===== src/rtl/sr_flag_arbiter.sv =====
// Round-robin arbiter sharing an external bank of SR flip-flops: issues one-cycle
// set/reset pulses, reads q back and acks the requester with gnt (err on failure).
module sr_flag_arbiter #(
  parameter int NUM_REQ   = 4,
  parameter int NUM_FLAGS = 6,
  parameter int IDX_W     = 3
) (
  input  logic                     clk,
  input  logic                     rst,
  input  logic [NUM_REQ-1:0]       req,
  input  logic [NUM_REQ-1:0]       op,
  input  logic [NUM_REQ*IDX_W-1:0] idx,
  input  logic [NUM_FLAGS-1:0]     q_vec,
  output logic [NUM_FLAGS-1:0]     s_vec,
  output logic [NUM_FLAGS-1:0]     r_vec,
  output logic [NUM_REQ-1:0]       gnt,
  output logic                     err,
  output logic                     busy,
  output logic [1:0]               dbg_state
);

  // Handshake: a requester holds req (with stable op/idx) until it sees its one-cycle gnt;
  // op/idx are latched when the request wins in IDLE and ignored from then on.

  localparam int PTR_W = (NUM_REQ > 1) ? $clog2(NUM_REQ) : 1;
  localparam int PAD_W = 1 << IDX_W;

  typedef enum logic [1:0] {IDLE, ISSUE, WAIT, ACK} state_t;

  state_t             state, state_nxt;
  logic [PTR_W-1:0]   ptr, ptr_nxt;
  logic [PTR_W-1:0]   win, win_nxt;
  logic [PTR_W-1:0]   cand, pick;
  logic               found;
  logic               op_q, op_nxt, pick_op;
  logic [IDX_W-1:0]   idx_q, idx_nxt, pick_idx;
  logic [PAD_W-1:0]   q_pad;
  logic [NUM_FLAGS-1:0] s_nxt, r_nxt;
  logic [NUM_REQ-1:0] gnt_nxt;
  logic               err_nxt;

  // Padding lets an out-of-range index address q safely; such indices never reach it.
  assign q_pad = PAD_W'(q_vec);

  always_comb begin
    found = 1'b0;
    pick  = '0;
    cand  = '0;
    for (int i = 0; i < NUM_REQ; i++) begin
      cand = PTR_W'((int'(ptr) + i) % NUM_REQ);
      if (!found && req[cand]) begin
        found = 1'b1;
        pick  = cand;
      end
    end
  end

  assign pick_op  = op[pick];
  assign pick_idx = idx[int'(pick)*IDX_W +: IDX_W];

  always_comb begin
    state_nxt = state;
    ptr_nxt   = ptr;
    win_nxt   = win;
    op_nxt    = op_q;
    idx_nxt   = idx_q;
    s_nxt     = '0;
    r_nxt     = '0;
    gnt_nxt   = '0;
    err_nxt   = 1'b0;
    unique case (state)
      IDLE: if (found) begin
        win_nxt = pick;
        op_nxt  = pick_op;
        idx_nxt = pick_idx;
        if (int'(pick_idx) >= NUM_FLAGS) begin
          state_nxt = ACK;
          gnt_nxt   = NUM_REQ'(1) << pick;
          err_nxt   = 1'b1;
        end else if (q_pad[pick_idx] == pick_op) begin
          state_nxt = ACK;
          gnt_nxt   = NUM_REQ'(1) << pick;
        end else begin
          state_nxt = ISSUE;
          if (pick_op) s_nxt = NUM_FLAGS'(1) << pick_idx;
          else         r_nxt = NUM_FLAGS'(1) << pick_idx;
        end
      end
      ISSUE: state_nxt = WAIT;
      WAIT: begin
        // The bank took the pulse at the end of ISSUE, so q is valid here.
        state_nxt = ACK;
        gnt_nxt   = NUM_REQ'(1) << win;
        err_nxt   = (q_pad[idx_q] != op_q);
      end
      ACK: begin
        state_nxt = IDLE;
        ptr_nxt   = PTR_W'((int'(win) + 1) % NUM_REQ);
      end
      default: state_nxt = IDLE;
    endcase
  end

  always_ff @(posedge clk) begin
    if (rst) begin
      state <= IDLE;
      ptr   <= '0;
      win   <= '0;
      op_q  <= 1'b0;
      idx_q <= '0;
      s_vec <= '0;
      r_vec <= '0;
      gnt   <= '0;
      err   <= 1'b0;
    end else begin
      state <= state_nxt;
      ptr   <= ptr_nxt;
      win   <= win_nxt;
      op_q  <= op_nxt;
      idx_q <= idx_nxt;
      s_vec <= s_nxt;
      r_vec <= r_nxt;
      gnt   <= gnt_nxt;
      err   <= err_nxt;
    end
  end

  assign busy      = (state != IDLE);
  assign dbg_state = state;

endmodule


===== config.mk =====
export PLATFORM = sky130hd
export DESIGN_NAME = sr_flag_arbiter
export DESIGN_NICKNAME = d
export VERILOG_FILES = /design/src/rtl/sr_flag_arbiter.sv
export SDC_FILE = /design/constraint.sdc
export NUM_CORES = 1
export LEC_CHECK = 0
export CAP_MARGIN = 40
export CELL_PAD_IN_SITES_DETAIL_PLACEMENT = 0
export CELL_PAD_IN_SITES_GLOBAL_PLACEMENT = 1
export CORE_MARGIN = 8
export CORE_UTILIZATION = 37
export DETAILED_ROUTE_END_ITERATION = 10
export GPL_TIMING_DRIVEN = 1
export HOLD_SLACK_MARGIN = 0.1
export PLACE_DENSITY = 0.84
export SLEW_MARGIN = 25
export SYNTH_ARGS = -nofsm -noshare
export SYNTH_HDL_FRONTEND = slang
export SYNTH_SLANG_ARGS = --single-unit

===== constraint.sdc =====
create_clock -name clk -period 7.93 [get_ports clk]
set_clock_uncertainty 0.1 [all_clocks]
set_input_delay 1.586 -clock clk [delete_from_list [all_inputs] [get_ports clk]]
set_output_delay 1.586 -clock clk [all_outputs]
set_load 0.01 [all_outputs]

Word level (Yosys, flattened, before mapping) --
Cells that the tools add are included.
Word-level totals: bits of input ports 28, register bits 27, word-level logic and storage cells 79, output and inout bits 20
Operators by class: mux-type cells 33, add/sub/neg operators 4, reduce and logical (&&, ||, !) cells 11, magnitude comparators 8, shift operators 4, $mul 1, equal/unequal tests 6, bitwise operators 3
Operators with widths (count):
- less-than comparator 2 x 3 -> 1 bit, second input constant | 5
- two-way mux 2 bit | 7
- two-way mux 1 bit | 13
- two-way mux 4 bit | 3
- OR reduction 6 bit | 2
- variable part select 12 x 5 -> 3 bit | 1
- binary-select mux 1 bit (select 2 bit) | 5
- less-than comparator 3 x 4 -> 1 bit, second input constant | 2
- one-hot mux 2 bit (4 select lines) | 1
- one-hot mux 4 bit (2 select lines) | 1
- left shift 1 x 2 -> 4 bit, first input constant | 2
- binary-select mux 1 bit (select 3 bit) | 2
- left shift 1 x 3 -> 6 bit, first input constant | 1
- adder 2 x 1 -> 2 bit, second input constant | 2
- adder 2 bit, second input constant | 2
- equality test 2 bit, second input constant | 2
- multiplier 2 x 2 -> 4 bit, second input constant | 1
- greater-or-equal comparator 3 bit, second input constant | 1
- logical AND 1 bit | 3
- logical NOT 1 bit | 3
- NOT 1 bit | 3
- equality test 2 x 1 -> 1 bit, second input constant | 1
- logical NOT 2 bit | 1
- inequality test 2 bit, second input constant | 1
- 5 further kinds | 5

Depth between registers and ports, before layout --
Gate-level depths: netlist of run 1.
depth after elaboration 21, gate-level depth with buffers 11, gate-level depth less buffers 8

Worst setup path after synthesis of run 1 --
No wires, ideal clock.
path kind in2reg, from in req[2], to reg gnt[0], cell stages on the path 10, path buffers 2, data required time 7729 ps, slack 4080 ps, library setup time 101 ps, data arrival time 3649 ps, cells stage by stage nor2b_1 a211o_1 and2_1 buf_6 a32oi_4 buf_6 mux2i_2 mux2i_2 nand3_1 o41ai_1
Between the ends: longest elaborated chain between the ends 21, elaborated cells between the ends (all ways) 35, those cells by class mul (1); order compare (1); eq/ne (1); shift (2); mux (24); reduce/logical (6)
Ends and longest elaborated chain:
- from (decl) | line 10 | input logic [NUM_REQ-1:0] req,
- binary-select mux 1 bit (select 2 bit) | line 51 | if (!found && req[cand]) begin
- two-way mux 1 bit (implied by the code) | line 51
- two-way mux 1 bit | line 51
- logical NOT 1 bit | line 51
- logical AND 1 bit | line 51
- two-way mux 1 bit | line 51
- logical NOT 1 bit | line 51
- logical AND 1 bit | line 51
- (+5 left out)
- variable part select 12 x 5 -> 3 bit | line 59 | assign pick_idx = idx[int'(pick)*IDX_W +: IDX_W];
- binary-select mux 1 bit (select 3 bit) | line 80 | end else if (q_pad[pick_idx] == pick_op) begin
- two-way mux 1 bit (implied by the code) | line 80
- equality test 1 bit | line 80
- two-way mux 4 bit | line 80
- two-way mux 4 bit | line 76 | if (int'(pick_idx) >= NUM_FLAGS) begin
- two-way mux 4 bit * | line 72 | IDLE: if (found) begin
- one-hot mux 4 bit (2 select lines) * | line 71 | unique case (state)
- to (signal assigned) | line 123 | gnt <= gnt_nxt;
- to (decl) | line 16 | output logic [NUM_REQ-1:0] gnt,
Mark *: on every way between the ends. The rest lies on a longest branch, timed or not. The select of a mux whose other input is x is not followed. A chain may end at the register's enable or synchronous reset.

Final worst setup path of run 1 --
from in req[1], to reg gnt[2]
Same word-level chain as after synthesis.

==> run_summary.xml, run 1 <==
<?xml version="1.0" encoding="UTF-8"?>
<metrics>
  <group name="pwr">
    <metric name="power_switching" unit="mW">0.1929</metric>
    <metric name="power_density" unit="nW/um^2">227.9</metric>
    <metric name="internal_power" unit="mW">0.3004</metric>
    <metric name="design_power_total" unit="mW">0.4933</metric>
    <metric name="power.share.clock" unit="%">15.3</metric>
    <metric name="share_comb_of_total_power" unit="%">49.7</metric>
    <metric name="power.share.switching" unit="%">39.11</metric>
    <metric name="vdd.ir_drop.worst" unit="uV">179.4</metric>
    <metric name="power_frac_seq" unit="%">35.0</metric>
    <metric name="power.leakage" unit="nW">0.7691</metric>
  </group>
  <group name="final_layout">
    <metric name="finalNetCount" unit="">266</metric>
    <metric name="post_route_cells_drive_above_1_share" unit="%">8.261</metric>
    <metric name="fin_area" unit="sq um">2165</metric>
    <metric name="filler_cell_count" unit="">402</metric>
    <metric name="diodes" unit="">0</metric>
    <metric name="area_delta_synth_final" unit="%">30.37</metric>
    <metric name="multi_input_comb_area" unit="sq um">1023</metric>
    <metric name="final_core_utilization" unit="%">49.71</metric>
    <metric name="regArea" unit="sq um">540.5</metric>
  </group>
  <group name="die">
    <metric name="rows" unit="">24</metric>
    <metric name="design.die.area" unit="sq um">6887</metric>
    <metric name="die_width" unit="um">82.99</metric>
    <metric name="initial_core_util" unit="%">38.13</metric>
    <metric name="fp.coreArea" unit="sq um">4354</metric>
    <metric name="die_y" unit="um">82.99</metric>
    <metric name="io_pins" unit="">48</metric>
  </group>
  <group name="logic_synthesis">
    <metric name="synth_enable_flop_cells" unit="">0</metric>
    <metric name="yosys-top-cells-count" unit="">sky130_fd_sc_hd__dfxtp_1 (27), sky130_fd_sc_hd__nor2_1 (23), sky130_fd_sc_hd__nand2_1 (17)</metric>
    <metric name="yosys.cell_count.top_type" unit="">sky130_fd_sc_hd__dfxtp_1</metric>
    <metric name="postSynth.topFlopCell" unit="">sky130_fd_sc_hd__dfxtp_1</metric>
    <metric name="synth_seq_area_share" unit="%">32.55</metric>
    <metric name="synth_top_cell_area_share" unit="%">32.55</metric>
    <metric name="synthTopCellsByArea" unit="">sky130_fd_sc_hd__dfxtp_1 (33%), sky130_fd_sc_hd__mux2i_1 (5.4%), sky130_fd_sc_hd__ha_1 (5.3%)</metric>
    <metric name="async_set_reset_flop_share_out_of_synthesis" unit="%">0</metric>
    <metric name="synthCells" unit="">190</metric>
    <metric name="syn_area" unit="sq um">1660</metric>
    <metric name="netlist.top_cell.by_area" unit="">sky130_fd_sc_hd__dfxtp_1</metric>
    <metric name="ys.warnings.count" unit="">0</metric>
    <metric name="synthesis.area_per_instance" unit="sq um">8.739</metric>
    <metric name="synthesis.nets" unit="">225</metric>
    <metric name="ys_ff_latch" unit="">27</metric>
    <metric name="yosysUniqueCellTypes" unit="">49</metric>
  </group>
  <group name="detailed_routing">
    <metric name="detail_route.wirelength" unit="um">4252</metric>
    <metric name="antenna_left" unit="">0</metric>
    <metric name="routed_via_density" unit="">5.511</metric>
    <metric name="drt_first_iter_violations" unit="">96</metric>
    <metric name="post-route-drc-count" unit="">0</metric>
    <metric name="dr.pass1.iters" unit="">4</metric>
    <metric name="routed_wire_length_per_instance" unit="um">15.08</metric>
    <metric name="route.vias.total" unit="">1554</metric>
  </group>
  <group name="placed_design">
    <metric name="port-buffer-count" unit="">47</metric>
    <metric name="routabilityCongestion" unit="">0.8199</metric>
    <metric name="detailed_place.area" unit="sq um">2118</metric>
    <metric name="hpwlAfterDp" unit="um">3341</metric>
  </group>
  <group name="timing">
    <metric name="min_period_over_period" unit="%">61.71</metric>
    <metric name="max_slew_margin" unit="%">40.35</metric>
    <metric name="timing_max_transition_violations_final" unit="">0</metric>
    <metric name="report.final.hold_viol_count" unit="">0</metric>
    <metric name="worst_hold_slack" unit="ns">0.4138</metric>
    <metric name="finish_stage_setup_viols" unit="">0</metric>
    <metric name="grt_setup_unrepaired" unit="">no</metric>
    <metric name="timing.final.crit_period" unit="ns">4.893</metric>
    <metric name="tightestPinTransition" unit="ns">0.8947</metric>
    <metric name="fmaxAchievable" unit="GHz">0.2044</metric>
    <metric name="finalSetupTns" unit="ns">0</metric>
  </group>
  <group name="clock_tree">
    <metric name="cts.htree.levels" unit="">1</metric>
    <metric name="postCtsHoldBufs" unit="">0</metric>
    <metric name="clock_insertion_delay_worst_skew" unit="ns">0.26</metric>
    <metric name="cts_sinks" unit="">27</metric>
    <metric name="number_of_setup_buffers_added_after_cts" unit="">0</metric>
    <metric name="clock-root-buffer" unit="">sky130_fd_sc_hd__clkbuf_8</metric>
    <metric name="buffers_from_clock_root_to_sink_at_most" unit="">2</metric>
    <metric name="clkSlewWorstSetupHoldPaths" unit="ns">0.09</metric>
    <metric name="ctsResizeCount" unit="">0</metric>
    <metric name="cts_tree" unit="">done</metric>
    <metric name="tritoncts.num_buffers" unit="">3</metric>
  </group>
  <group name="worst_setup_path">
    <metric name="setup.worst_path.start_class" unit="">input port</metric>
    <metric name="timing_worst_setup_path_type" unit="">input port to register</metric>
    <metric name="worst-path-buf-inv" unit="">1</metric>
    <metric name="path_common_cell" unit="">sky130_fd_sc_hd__mux2i_1</metric>
    <metric name="cells_along_the_critical_path" unit="">clkdlybuf4s50_1 -&gt; nor2_1 -&gt; or4b_1 -&gt; nand3_2 -&gt; a32oi_4 -&gt; mux2i_1 -&gt; mux2i_1 -&gt; nand3_1 -&gt; o41ai_1</metric>
    <metric name="max_stage_delay" unit="ns">0.60</metric>
    <metric name="timing.critical_path.to_type" unit="">register</metric>
    <metric name="worst_r2r_path_depth" unit="">8</metric>
    <metric name="critPathMaxFanout" unit="">12</metric>
    <metric name="worst-r2r-setup-slack" unit="ns">4.70</metric>
    <metric name="r2r_end" unit="">gnt[2]$_SDFF_PP0_</metric>
    <metric name="kind_of_cell_adding_the_most_delay_to_the_critical_path" unit="">simple AND/OR/NAND/NOR gates</metric>
    <metric name="master_of_the_slowest_instance_on_the_critical_path" unit="">sky130_fd_sc_hd__nor2_1</metric>
    <metric name="worst_ep_arrival_time" unit="ns">4.97</metric>
    <metric name="cp.required" unit="ns">8.00</metric>
    <metric name="worst_r2r_startpoint" unit="">ptr[1]$_SDFFE_PP0N_</metric>
  </group>
  <group name="global_routing">
    <metric name="grt_start_max_net_pins" unit="">16</metric>
    <metric name="grt_pass1_wl" unit="um">7210</metric>
    <metric name="congestion_overflow_gr" unit="">0</metric>
    <metric name="antenna_found_initial" unit="">0</metric>
    <metric name="globalRouteTotalUtil" unit="%">11.85</metric>
    <metric name="grt_pass1_vias" unit="">1512</metric>
  </group>
  <group name="hold_path">
    <metric name="hold_crit_depth" unit="">2</metric>
    <metric name="timing.hold.worst.class" unit="">register to register</metric>
    <metric name="whs_endpoint" unit="">win[0]$_SDFFE_PP0P_</metric>
    <metric name="min_from" unit="">win[0]$_SDFFE_PP0P_</metric>
  </group>
  <group name="run">
    <metric name="cap_violations" unit="">0</metric>
  </group>
  <group name="run_status">
    <metric name="status" unit="">finished, final reports clean</metric>
  </group>
</metrics>
==> metal layers <==
layer / track usage [%] / part of all wire, % / vias up
li1: - / - / 787
met1: 14.92 / 46 / 719
met2: 19.80 / 48 / 44
met3: 3.223 / 5.0 / 4
met4: 1.917 / 0.66 / 0
met5: 0 / 0 / -
==> stage by stage <==
| step | setup slack, ns | instances |
|---|---|---|
| 6_report | 3.037 | 282 |
| 5_1_grt | 2.780 | 282 |
| 4_1_cts | 3.043 | 282 |
| 3_5_place_dp | 2.794 | 278 |
| 3_3_place_gp | 2.950 | 278 |
| 2_1_floorplan | 4.080 | 190 |
==> tightest hold or removal path, stage by stage, from the launching register on <==
cell and delay, ns:
sky130_fd_sc_hd__dfxtp_1 0.35, sky130_fd_sc_hd__nand2_1 0.07, sky130_fd_sc_hd__a21oi_1 0.05
==> sequential cells by signal, indices dropped and copies added, names as in the netlist <==
name	flops
r_vec	6
s_vec	6
gnt	4
idx_q	3
dbg_state	2
ptr	2
win	2
err	1
op_q	1
==> cell families after synthesis <==
logic type | share of synthesized area [%]
DFF | 32.55
muxes | 9.119
buffers and inverters | 5.802
adders and majority gates | 5.275
AOI/OAI and AO/OA | 16.51
and+or+nand+nor | 30.22
xor gates and xnor gates | 0.5276
==> power by group through the flow <==
stage	Combinational, mW	Sequential (mW)	Clock (mW)
after floorplan	0.172	0.178	0
after global placement	0.244	0.176	0
after detailed placement	0.244	0.176	0
after CTS	0.246	0.173	0.0796
after global routing	0.271	0.176	0.0855
final	0.245	0.173	0.0754
==> cell usage in the layout (no fill, tap or decap), drive strengths merged, types with 3 or more instances in the layout <==
| cell type | n |
|---|---|
| a221oi | 3 |
| ha | 7 |
| nor3b | 3 |
| mux2i | 11 |
| nand4 | 3 |
| nor2 | 23 |
| o21ai | 5 |
| a21oi | 8 |
| nor2b | 4 |
| nor4 | 10 |
| a211oi | 4 |
| a32oi | 3 |
| nand3 | 13 |
| clkdlybuf4s50 | 47 |
| dfxtp | 27 |
| nand2 | 17 |
| clkbuf | 3 |
| inv | 5 |
| nor3 | 9 |
==> area by class of cell <==
type | count | share of cell area, %
Clock buffer | 3 | 1.908
Timing Repair Buffer | 47 | 21.73
Sequential cell | 27 | 24.97
Multi-Input combinational cell | 147 | 47.28
Tap cell | 52 | 3.006
Clock inverter | 1 | 0.2312
Inverter | 5 | 0.8671
==> how the worst max path moves through the flow <==
| stage | slack [ns] | from | cells past startpoint | endpoint |
|---|---|---|---|---|
| global route | 2.78 | req[1] | 9 | gnt[2]$_SDFF_PP0_ |
| finish | 3.04 | req[1] | 9 | gnt[2]$_SDFF_PP0_ |
| CTS | 3.04 | req[1] | 9 | gnt[0]$_SDFF_PP0_ |
| global placement | 2.95 | req[1] | 9 | gnt[0]$_SDFF_PP0_ |
| detailed placement | 2.79 | req[1] | 9 | gnt[0]$_SDFF_PP0_ |
| floorplan | 4.08 | req[2] | 10 | gnt[0]$_SDFF_PP0_ |
Power figures use the tool's default switching activity.
==> run 2: changes to the inputs <==
--- a/config.mk
+++ b/config.mk
@@ -9,11 +9,11 @@
 export CELL_PAD_IN_SITES_DETAIL_PLACEMENT = 0
 export CELL_PAD_IN_SITES_GLOBAL_PLACEMENT = 1
 export CORE_MARGIN = 8
-export CORE_UTILIZATION = 37
+export CORE_UTILIZATION = 35
 export DETAILED_ROUTE_END_ITERATION = 10
 export GPL_TIMING_DRIVEN = 1
 export HOLD_SLACK_MARGIN = 0.1
-export PLACE_DENSITY = 0.84
+export PLACE_DENSITY = 0.8
 export SLEW_MARGIN = 25
 export SYNTH_ARGS = -nofsm -noshare
 export SYNTH_HDL_FRONTEND = slang
==> constraint.sdc (replaced) <==
create_clock -name clk -period 4.9 [get_ports clk]
set_clock_uncertainty 0.1 [all_clocks]
set_input_delay 0.98 -clock clk [delete_from_list [all_inputs] [get_ports clk]]
set_output_delay 0.98 -clock clk [all_outputs]
set_load 0.01 [all_outputs]
==> run 2 against run 1 <==
  * Worst setup slack worse by 2.0 ns
  * Sequential share of layout area fell by 0.23 points
  * First-iteration DRC count is the same
  * Cell area grew 0.92%
  * Critical path depth stayed put
  * Via count fell by 1.5%
  * Core utilization fell by 2.8 points
  * Sequential cell count unchanged
  * Routed wire length shrank 2.3%
  * Clock power increased by 63%
  * Largest power group unchanged
==> run_summary.xml, run 2 (synthesis gave the netlist of run 1 again) <==
<?xml version="1.0" encoding="UTF-8"?>
<metrics>
  <group name="run_status">
    <metric name="status" unit="">finished, final reports clean</metric>
  </group>
  <group name="final_layout">
    <metric name="final_common_cell" unit="">sky130_fd_sc_hd__clkdlybuf4s50_1</metric>
    <metric name="filler_cell_count" unit="">479</metric>
    <metric name="diodes" unit="">0</metric>
    <metric name="post_route_cells_drive_above_1_share" unit="%">9.052</metric>
    <metric name="layout.cells.most_common_list" unit="">sky130_fd_sc_hd__clkdlybuf4s50_1 (47), sky130_fd_sc_hd__dfxtp_1 (27), sky130_fd_sc_hd__nor2_1 (23)</metric>
    <metric name="regArea" unit="sq um">540.5</metric>
    <metric name="fin_area" unit="sq um">2185</metric>
    <metric name="multi_input_comb_area" unit="sq um">1023</metric>
    <metric name="area_delta_synth_final" unit="%">31.58</metric>
    <metric name="finalNetCount" unit="">268</metric>
    <metric name="largestRegisters" unit="">r_vec: 6 flops, s_vec: 6 flops, gnt: 4 flops</metric>
  </group>
  <group name="clock_tree">
    <metric name="cts_tree" unit="">done</metric>
    <metric name="clock-root-buffer" unit="">sky130_fd_sc_hd__clkbuf_8</metric>
    <metric name="ctsResizeCount" unit="">0</metric>
    <metric name="cts_sinks" unit="">27</metric>
    <metric name="postCtsHoldBufs" unit="">0</metric>
    <metric name="clock_insertion_delay_worst_skew" unit="ns">0.27</metric>
    <metric name="clkSlewWorstSetupHoldPaths" unit="ns">0.09</metric>
    <metric name="number_of_setup_buffers_added_after_cts" unit="">0</metric>
    <metric name="tritoncts.num_buffers" unit="">3</metric>
    <metric name="buffers_from_clock_root_to_sink_at_most" unit="">2</metric>
    <metric name="cts.htree.levels" unit="">1</metric>
  </group>
  <group name="worst_setup_path">
    <metric name="kind_of_cell_adding_the_most_delay_to_the_critical_path" unit="">simple AND/OR/NAND/NOR gates</metric>
    <metric name="worst_ep_arrival_time" unit="ns">3.98</metric>
    <metric name="cells_along_the_critical_path" unit="">clkdlybuf4s50_1 -&gt; nor2b_1 -&gt; or4_1 -&gt; nand3_2 -&gt; a32oi_4 -&gt; mux2i_1 -&gt; mux2i_1 -&gt; nand3_1 -&gt; o41ai_1</metric>
    <metric name="critPathMaxFanout" unit="">12</metric>
    <metric name="crit_start" unit="">req[0]</metric>
    <metric name="timing_worst_setup_path_type" unit="">input port to register</metric>
    <metric name="path_common_cell" unit="">sky130_fd_sc_hd__mux2i_1</metric>
    <metric name="timing.critical_path.to_type" unit="">register</metric>
    <metric name="worst_r2r_startpoint" unit="">ptr[1]$_SDFFE_PP0N_</metric>
    <metric name="max_stage_delay" unit="ns">0.51</metric>
    <metric name="master_of_the_slowest_instance_on_the_critical_path" unit="">sky130_fd_sc_hd__clkdlybuf4s50_1</metric>
    <metric name="cp.required" unit="ns">4.97</metric>
    <metric name="worst-path-buf-inv" unit="">1</metric>
    <metric name="setup.worst_path.start_class" unit="">input port</metric>
  </group>
  <group name="global_routing">
    <metric name="grt_start_max_net_pins" unit="">17</metric>
    <metric name="gr-usage-met1" unit="%">14.56</metric>
    <metric name="grt_pass1_vias" unit="">1500</metric>
    <metric name="grt_use_met3" unit="%">3.378</metric>
    <metric name="globalRouteTotalUtil" unit="%">11.84</metric>
    <metric name="antenna_found_initial" unit="">0</metric>
    <metric name="grt_use_met2" unit="%">19.76</metric>
    <metric name="congestion_overflow_gr" unit="">0</metric>
    <metric name="grt_peak_use_layer" unit="">met2</metric>
    <metric name="grt_pass1_wl" unit="um">7093</metric>
  </group>
  <group name="die">
    <metric name="die_width" unit="um">84.88</metric>
    <metric name="io_pins" unit="">48</metric>
    <metric name="rows" unit="">25</metric>
    <metric name="design.die.area" unit="sq um">7204</metric>
    <metric name="die_y" unit="um">84.88</metric>
    <metric name="fp.coreArea" unit="sq um">4661</metric>
    <metric name="initial_core_util" unit="%">35.62</metric>
  </group>
  <group name="timing">
    <metric name="timing_max_transition_violations_final" unit="">0</metric>
    <metric name="min_period_over_period" unit="%">79.71</metric>
    <metric name="report.final.hold_viol_count" unit="">0</metric>
    <metric name="grt_setup_unrepaired" unit="">no</metric>
    <metric name="fmaxAchievable" unit="GHz">0.2560</metric>
    <metric name="timing.final.crit_period" unit="ns">3.906</metric>
    <metric name="finalSetupTns" unit="ns">0</metric>
    <metric name="worst_slack" unit="ns">0.9941</metric>
    <metric name="max_slew_margin" unit="%">64.56</metric>
    <metric name="finish_stage_setup_viols" unit="">0</metric>
    <metric name="tightestPinTransition" unit="ns">0.5300</metric>
  </group>
  <group name="detailed_routing">
    <metric name="detail_route.wirelength" unit="um">4156</metric>
    <metric name="drt_first_iter_violations" unit="">96</metric>
    <metric name="routed_wire_length_per_instance" unit="um">14.53</metric>
    <metric name="post-route-drc-count" unit="">0</metric>
    <metric name="routed_via_density" unit="">5.353</metric>
    <metric name="route.vias.total" unit="">1531</metric>
    <metric name="dr.pass1.iters" unit="">4</metric>
    <metric name="antenna_left" unit="">0</metric>
  </group>
  <group name="pwr">
    <metric name="design_power_total" unit="mW">0.8035</metric>
    <metric name="vdd.ir_drop.worst" unit="uV">279.8</metric>
    <metric name="power.leakage" unit="nW">0.7753</metric>
    <metric name="power_density" unit="nW/um^2">367.8</metric>
  </group>
  <group name="placed_design">
    <metric name="port-buffer-count" unit="">47</metric>
    <metric name="routabilityCongestion" unit="">0.8475</metric>
    <metric name="hpwlAfterDp" unit="um">3319</metric>
    <metric name="detailed_place.area" unit="sq um">2136</metric>
    <metric name="place_ws" unit="ns">0.7045</metric>
  </group>
  <group name="hold_path">
    <metric name="min_from" unit="">win[0]$_SDFFE_PP0P_</metric>
    <metric name="timing.hold.worst.class" unit="">register to register</metric>
  </group>
  <group name="run">
    <metric name="cap_violations" unit="">0</metric>
  </group>
</metrics>
-- run 2: changes by cell type in the layout (fill, tap and decap cells not counted) --
cell,previous run,this run
sky130_fd_sc_hd__buf_4,0,2
sky130_fd_sc_hd__clkinvlp_4,0,1
sky130_fd_sc_hd__clkinv_2,1,0
-- run 2: routing by layer --
metal	routed length (um)	vias to the layer above
met5	0	-
met4	53	0
met3	218	6
met2	1941	36
met1	1942	699
li1	-	790
-- run 2: layout make-up --
cell class / instances / share of cell area [%]
clock buffers: 3 / 1.890
clock inverters: 1 / 0.3436
inverters: 5 / 0.8591
multi-input cells: 147 / 46.85
flip-flops and latches: 27 / 24.74
well taps: 54 / 3.093
repair buffers: 49 / 22.22
-- run 2: worst register-to-register path: stages, from the launching register on --
cell and delay, ns:
sky130_fd_sc_hd__dfxtp_1 0.59, sky130_fd_sc_hd__nand2_1 0.11, sky130_fd_sc_hd__a211o_1 0.33, sky130_fd_sc_hd__and2_1 0.28
sky130_fd_sc_hd__a32oi_4 0.43, sky130_fd_sc_hd__mux2i_1 0.42, sky130_fd_sc_hd__mux2i_1 0.38, sky130_fd_sc_hd__nand3_1 0.15
sky130_fd_sc_hd__o41ai_1 0.30
-- run 2: final timing paths --
| check | slack [ns] | depth (start not counted) | endpoint |
|---|---|---|---|
| worst max-delay path | 0.99 | 9 | gnt[2]$_SDFF_PP0_ |
| worst min-delay path | 0.41 | 2 | win[0]$_SDFFE_PP0P_ |
| worst max register to register | 1.72 | 8 | gnt[2]$_SDFF_PP0_ |
| worst min register to register | 0.41 | 2 | win[0]$_SDFFE_PP0P_ |
-- run 2: report_power, final --
group	internal [mW]	switching [mW]	leakage (nW)	total, mW
registers	0.253	0.0268	0.220	0.280
logic	0.179	0.221	0.534	0.400
clock network	0.0575	0.0660	0.0217	0.123
-- run 2: per-stage QoR --
step	hold WS (ns)	cells	utilization (%)
detailed placement	0.3978	282	45.83
global route	0.4271	286	46.87
floorplan	0.3703	190	-
CTS	0.4146	286	46.87
finish	0.4115	286	46.87
global placement	0.3900	282	45.83
==> run 3: changes to the inputs <==
--- a/config.mk
+++ b/config.mk
@@ -9,11 +9,11 @@
 export CELL_PAD_IN_SITES_DETAIL_PLACEMENT = 0
 export CELL_PAD_IN_SITES_GLOBAL_PLACEMENT = 1
 export CORE_MARGIN = 8
-export CORE_UTILIZATION = 35
+export CORE_UTILIZATION = 31
 export DETAILED_ROUTE_END_ITERATION = 10
 export GPL_TIMING_DRIVEN = 1
 export HOLD_SLACK_MARGIN = 0.1
-export PLACE_DENSITY = 0.8
+export PLACE_DENSITY = 0.75
 export SLEW_MARGIN = 25
 export SYNTH_ARGS = -nofsm -noshare
 export SYNTH_HDL_FRONTEND = slang
==> constraint.sdc (replaced) <==
create_clock -name clk -period 3.5 [get_ports clk]
set_clock_uncertainty 0.1 [all_clocks]
set_input_delay 0.7 -clock clk [delete_from_list [all_inputs] [get_ports clk]]
set_output_delay 0.7 -clock clk [all_outputs]
set_load 0.01 [all_outputs]
==> run 3 against run 2 <==
  * Non-clock buffer count is 31 higher
  * Sequential power is 41% higher
  * Cell area is 13% higher
  * Combinational power is 68% higher
  * Largest power group unchanged
  * Core utilization is 1.0 points higher
  * Worst setup slack worse by 0.77 ns
==> run_summary.xml, run 3 (synthesis gave the netlist of run 1 again) <==
<?xml version="1.0" encoding="UTF-8"?>
<metrics>
  <group name="final_layout">
    <metric name="layout.cells.most_common_list" unit="">sky130_fd_sc_hd__clkdlybuf4s50_1 (47), sky130_fd_sc_hd__buf_4 (33), sky130_fd_sc_hd__dfxtp_1 (27)</metric>
    <metric name="filler_cell_count" unit="">533</metric>
    <metric name="fin_area" unit="sq um">2462</metric>
    <metric name="largestRegisters" unit="">r_vec: 6 flops, s_vec: 6 flops, gnt: 4 flops</metric>
    <metric name="diodes" unit="">0</metric>
    <metric name="finalNetCount" unit="">299</metric>
    <metric name="final_core_utilization" unit="%">47.91</metric>
    <metric name="post_route_cells_drive_above_1_share" unit="%">22.05</metric>
    <metric name="final_common_cell" unit="">sky130_fd_sc_hd__clkdlybuf4s50_1</metric>
    <metric name="area_delta_synth_final" unit="%">48.30</metric>
  </group>
  <group name="timing">
    <metric name="worst_hold_slack" unit="ns">0.3972</metric>
    <metric name="max_slew_margin" unit="%">70.33</metric>
    <metric name="finish_stage_setup_viols" unit="">0</metric>
    <metric name="tightestPinTransition" unit="ns">0.4451</metric>
    <metric name="finalSetupTns" unit="ns">0</metric>
    <metric name="report.final.hold_viol_count" unit="">0</metric>
    <metric name="timing_max_transition_violations_final" unit="">0</metric>
    <metric name="fmaxAchievable" unit="GHz">0.3052</metric>
    <metric name="timing.final.crit_period" unit="ns">3.276</metric>
    <metric name="min_period_over_period" unit="%">93.60</metric>
  </group>
  <group name="run_status">
    <metric name="status" unit="">finished, final reports clean</metric>
  </group>
  <group name="worst_setup_path">
    <metric name="path_common_cell" unit="">sky130_fd_sc_hd__mux2i_2</metric>
    <metric name="kind_of_cell_adding_the_most_delay_to_the_critical_path" unit="">compound AO/OA/AOI/OAI gates</metric>
    <metric name="worst_ep_arrival_time" unit="ns">3.35</metric>
    <metric name="cells_along_the_critical_path" unit="">clkdlybuf4s50_1 -&gt; nor2b_1 -&gt; a211o_1 -&gt; and2_1 -&gt; a32oi_4 -&gt; mux2i_2 -&gt; mux2i_2 -&gt; nand3_1 -&gt; o41ai_1</metric>
    <metric name="timing.critical_path.to_type" unit="">register</metric>
    <metric name="critPathMaxFanout" unit="">5</metric>
    <metric name="max_stage_delay" unit="ns">0.44</metric>
    <metric name="timing_worst_setup_path_type" unit="">input port to register</metric>
    <metric name="master_of_the_slowest_instance_on_the_critical_path" unit="">sky130_fd_sc_hd__clkdlybuf4s50_1</metric>
    <metric name="worst-path-buf-inv" unit="">1</metric>
    <metric name="cp.required" unit="ns">3.58</metric>
    <metric name="crit_start" unit="">req[2]</metric>
    <metric name="setup.worst_path.start_class" unit="">input port</metric>
    <metric name="worst_r2r_startpoint" unit="">ptr[1]$_SDFFE_PP0N_</metric>
  </group>
  <group name="clock_tree">
    <metric name="buffers_from_clock_root_to_sink_at_most" unit="">2</metric>
    <metric name="clkSlewWorstSetupHoldPaths" unit="ns">0.09</metric>
    <metric name="tritoncts.num_buffers" unit="">3</metric>
    <metric name="cts.htree.levels" unit="">1</metric>
    <metric name="postCtsHoldBufs" unit="">0</metric>
    <metric name="clock-root-buffer" unit="">sky130_fd_sc_hd__clkbuf_8</metric>
    <metric name="clock_insertion_delay_worst_skew" unit="ns">0.27</metric>
    <metric name="cts_sinks" unit="">27</metric>
    <metric name="cts_tree" unit="">done</metric>
  </group>
  <group name="hold_path">
    <metric name="timing.hold.worst.class" unit="">register to register</metric>
    <metric name="min_from" unit="">win[0]$_SDFFE_PP0P_</metric>
  </group>
  <group name="global_routing">
    <metric name="globalRouteTotalUtil" unit="%">12.29</metric>
    <metric name="antenna_found_initial" unit="">0</metric>
    <metric name="grt_start_max_net_pins" unit="">16</metric>
    <metric name="grt_pass1_wl" unit="um">7755</metric>
    <metric name="grt_pass1_vias" unit="">1629</metric>
    <metric name="congestion_overflow_gr" unit="">0</metric>
  </group>
  <group name="detailed_routing">
    <metric name="post-route-drc-count" unit="">0</metric>
    <metric name="antenna_left" unit="">0</metric>
    <metric name="detail_route.wirelength" unit="um">4726</metric>
    <metric name="drt_first_iter_violations" unit="">68</metric>
    <metric name="routed_via_density" unit="">4.892</metric>
    <metric name="routed_wire_length_per_instance" unit="um">14.19</metric>
    <metric name="route.vias.total" unit="">1629</metric>
    <metric name="dr.pass1.iters" unit="">4</metric>
  </group>
  <group name="die">
    <metric name="die_y" unit="um">89.19</metric>
    <metric name="die_width" unit="um">89.19</metric>
    <metric name="initial_core_util" unit="%">32.30</metric>
    <metric name="fp.coreArea" unit="sq um">5140</metric>
    <metric name="design.die.area" unit="sq um">7954</metric>
    <metric name="io_pins" unit="">48</metric>
    <metric name="rows" unit="">26</metric>
  </group>
  <group name="placed_design">
    <metric name="detailed_place.area" unit="sq um">2359</metric>
    <metric name="hpwlAfterDp" unit="um">3847</metric>
    <metric name="port-buffer-count" unit="">47</metric>
    <metric name="routabilityCongestion" unit="">0.8957</metric>
  </group>
  <group name="pwr">
    <metric name="power.leakage" unit="nW">0.9302</metric>
    <metric name="vdd.ir_drop.worst" unit="uV">338.9</metric>
    <metric name="design_power_total" unit="mW">1.237</metric>
    <metric name="power_density" unit="nW/um^2">502.4</metric>
  </group>
  <group name="run">
    <metric name="cap_violations" unit="">0</metric>
  </group>
</metrics>
run 3: routing by layer:
layer / global-route usage (%) / vias to the layer above / part of all wire, %
li1: - / 848 / -
met1: 14.88 / 751 / 44
met2: 21.75 / 28 / 51
met3: 2.757 / 2 / 4.9
met4: 2.115 / 0 / 0.28
met5: 0 / - / 0
run 3: through the flow:
step | std cells | setup WS (ns)
2_1_floorplan | 190 | 0.5356
3_3_place_gp | 325 | -0.2270
3_5_place_dp | 325 | -0.2313
4_1_cts | 329 | 0.05364
5_1_grt | 333 | -0.02057
6_report | 333 | 0.2240
run 3: worst reg2reg max path, stage by stage, from the launching register on:
cell                      delay, ns
sky130_fd_sc_hd__dfxtp_1       0.59
sky130_fd_sc_hd__nand2_1       0.10
sky130_fd_sc_hd__a211o_1       0.34
sky130_fd_sc_hd__and2_1        0.24
sky130_fd_sc_hd__a32oi_4       0.32
sky130_fd_sc_hd__mux2i_2       0.32
sky130_fd_sc_hd__mux2i_2       0.32
sky130_fd_sc_hd__nand3_1       0.15
sky130_fd_sc_hd__o41ai_1       0.31
run 3: power breakdown:
group	leakage, nW	internal (mW)	total, mW	switching, mW
logic	0.685	0.333	0.671	0.338
clock network	0.0255	0.0797	0.172	0.0924
registers	0.220	0.355	0.394	0.0397
run 3: cell type report:
class                           instances  area [sq um]  area share [%]
Multi-Input combinational cell        147          1051           42.68
Timing Repair Buffer                   80         718.2           29.17
Sequential cell                        27         540.5           21.95
Tap cell                               70         87.58           3.557
Clock buffer                            3         41.29           1.677
Inverter                                5         18.77          0.7622
Clock inverter                          1         5.005          0.2033
run 3: path summary, 6_finish.rpt:
check                             end  slack [ns]  depth (start not counted)
setup / recovery    gnt[2]$_SDFF_PP0_        0.22                          9
hold / removal    win[0]$_SDFFE_PP0P_        0.40                          2
setup reg to reg    gnt[2]$_SDFF_PP0_        0.64                          8
hold reg to reg   win[0]$_SDFFE_PP0P_        0.40                          2
run 3: what timing repair did:
| item | in CTS | in global routing |
|---|---|---|
| hold endpoints to repair | 0 | 0 |
| gates resized for setup | 0 | 6 |
| setup buffers | 0 | 4 |
| setup endpoints to repair | 0 | 5 |
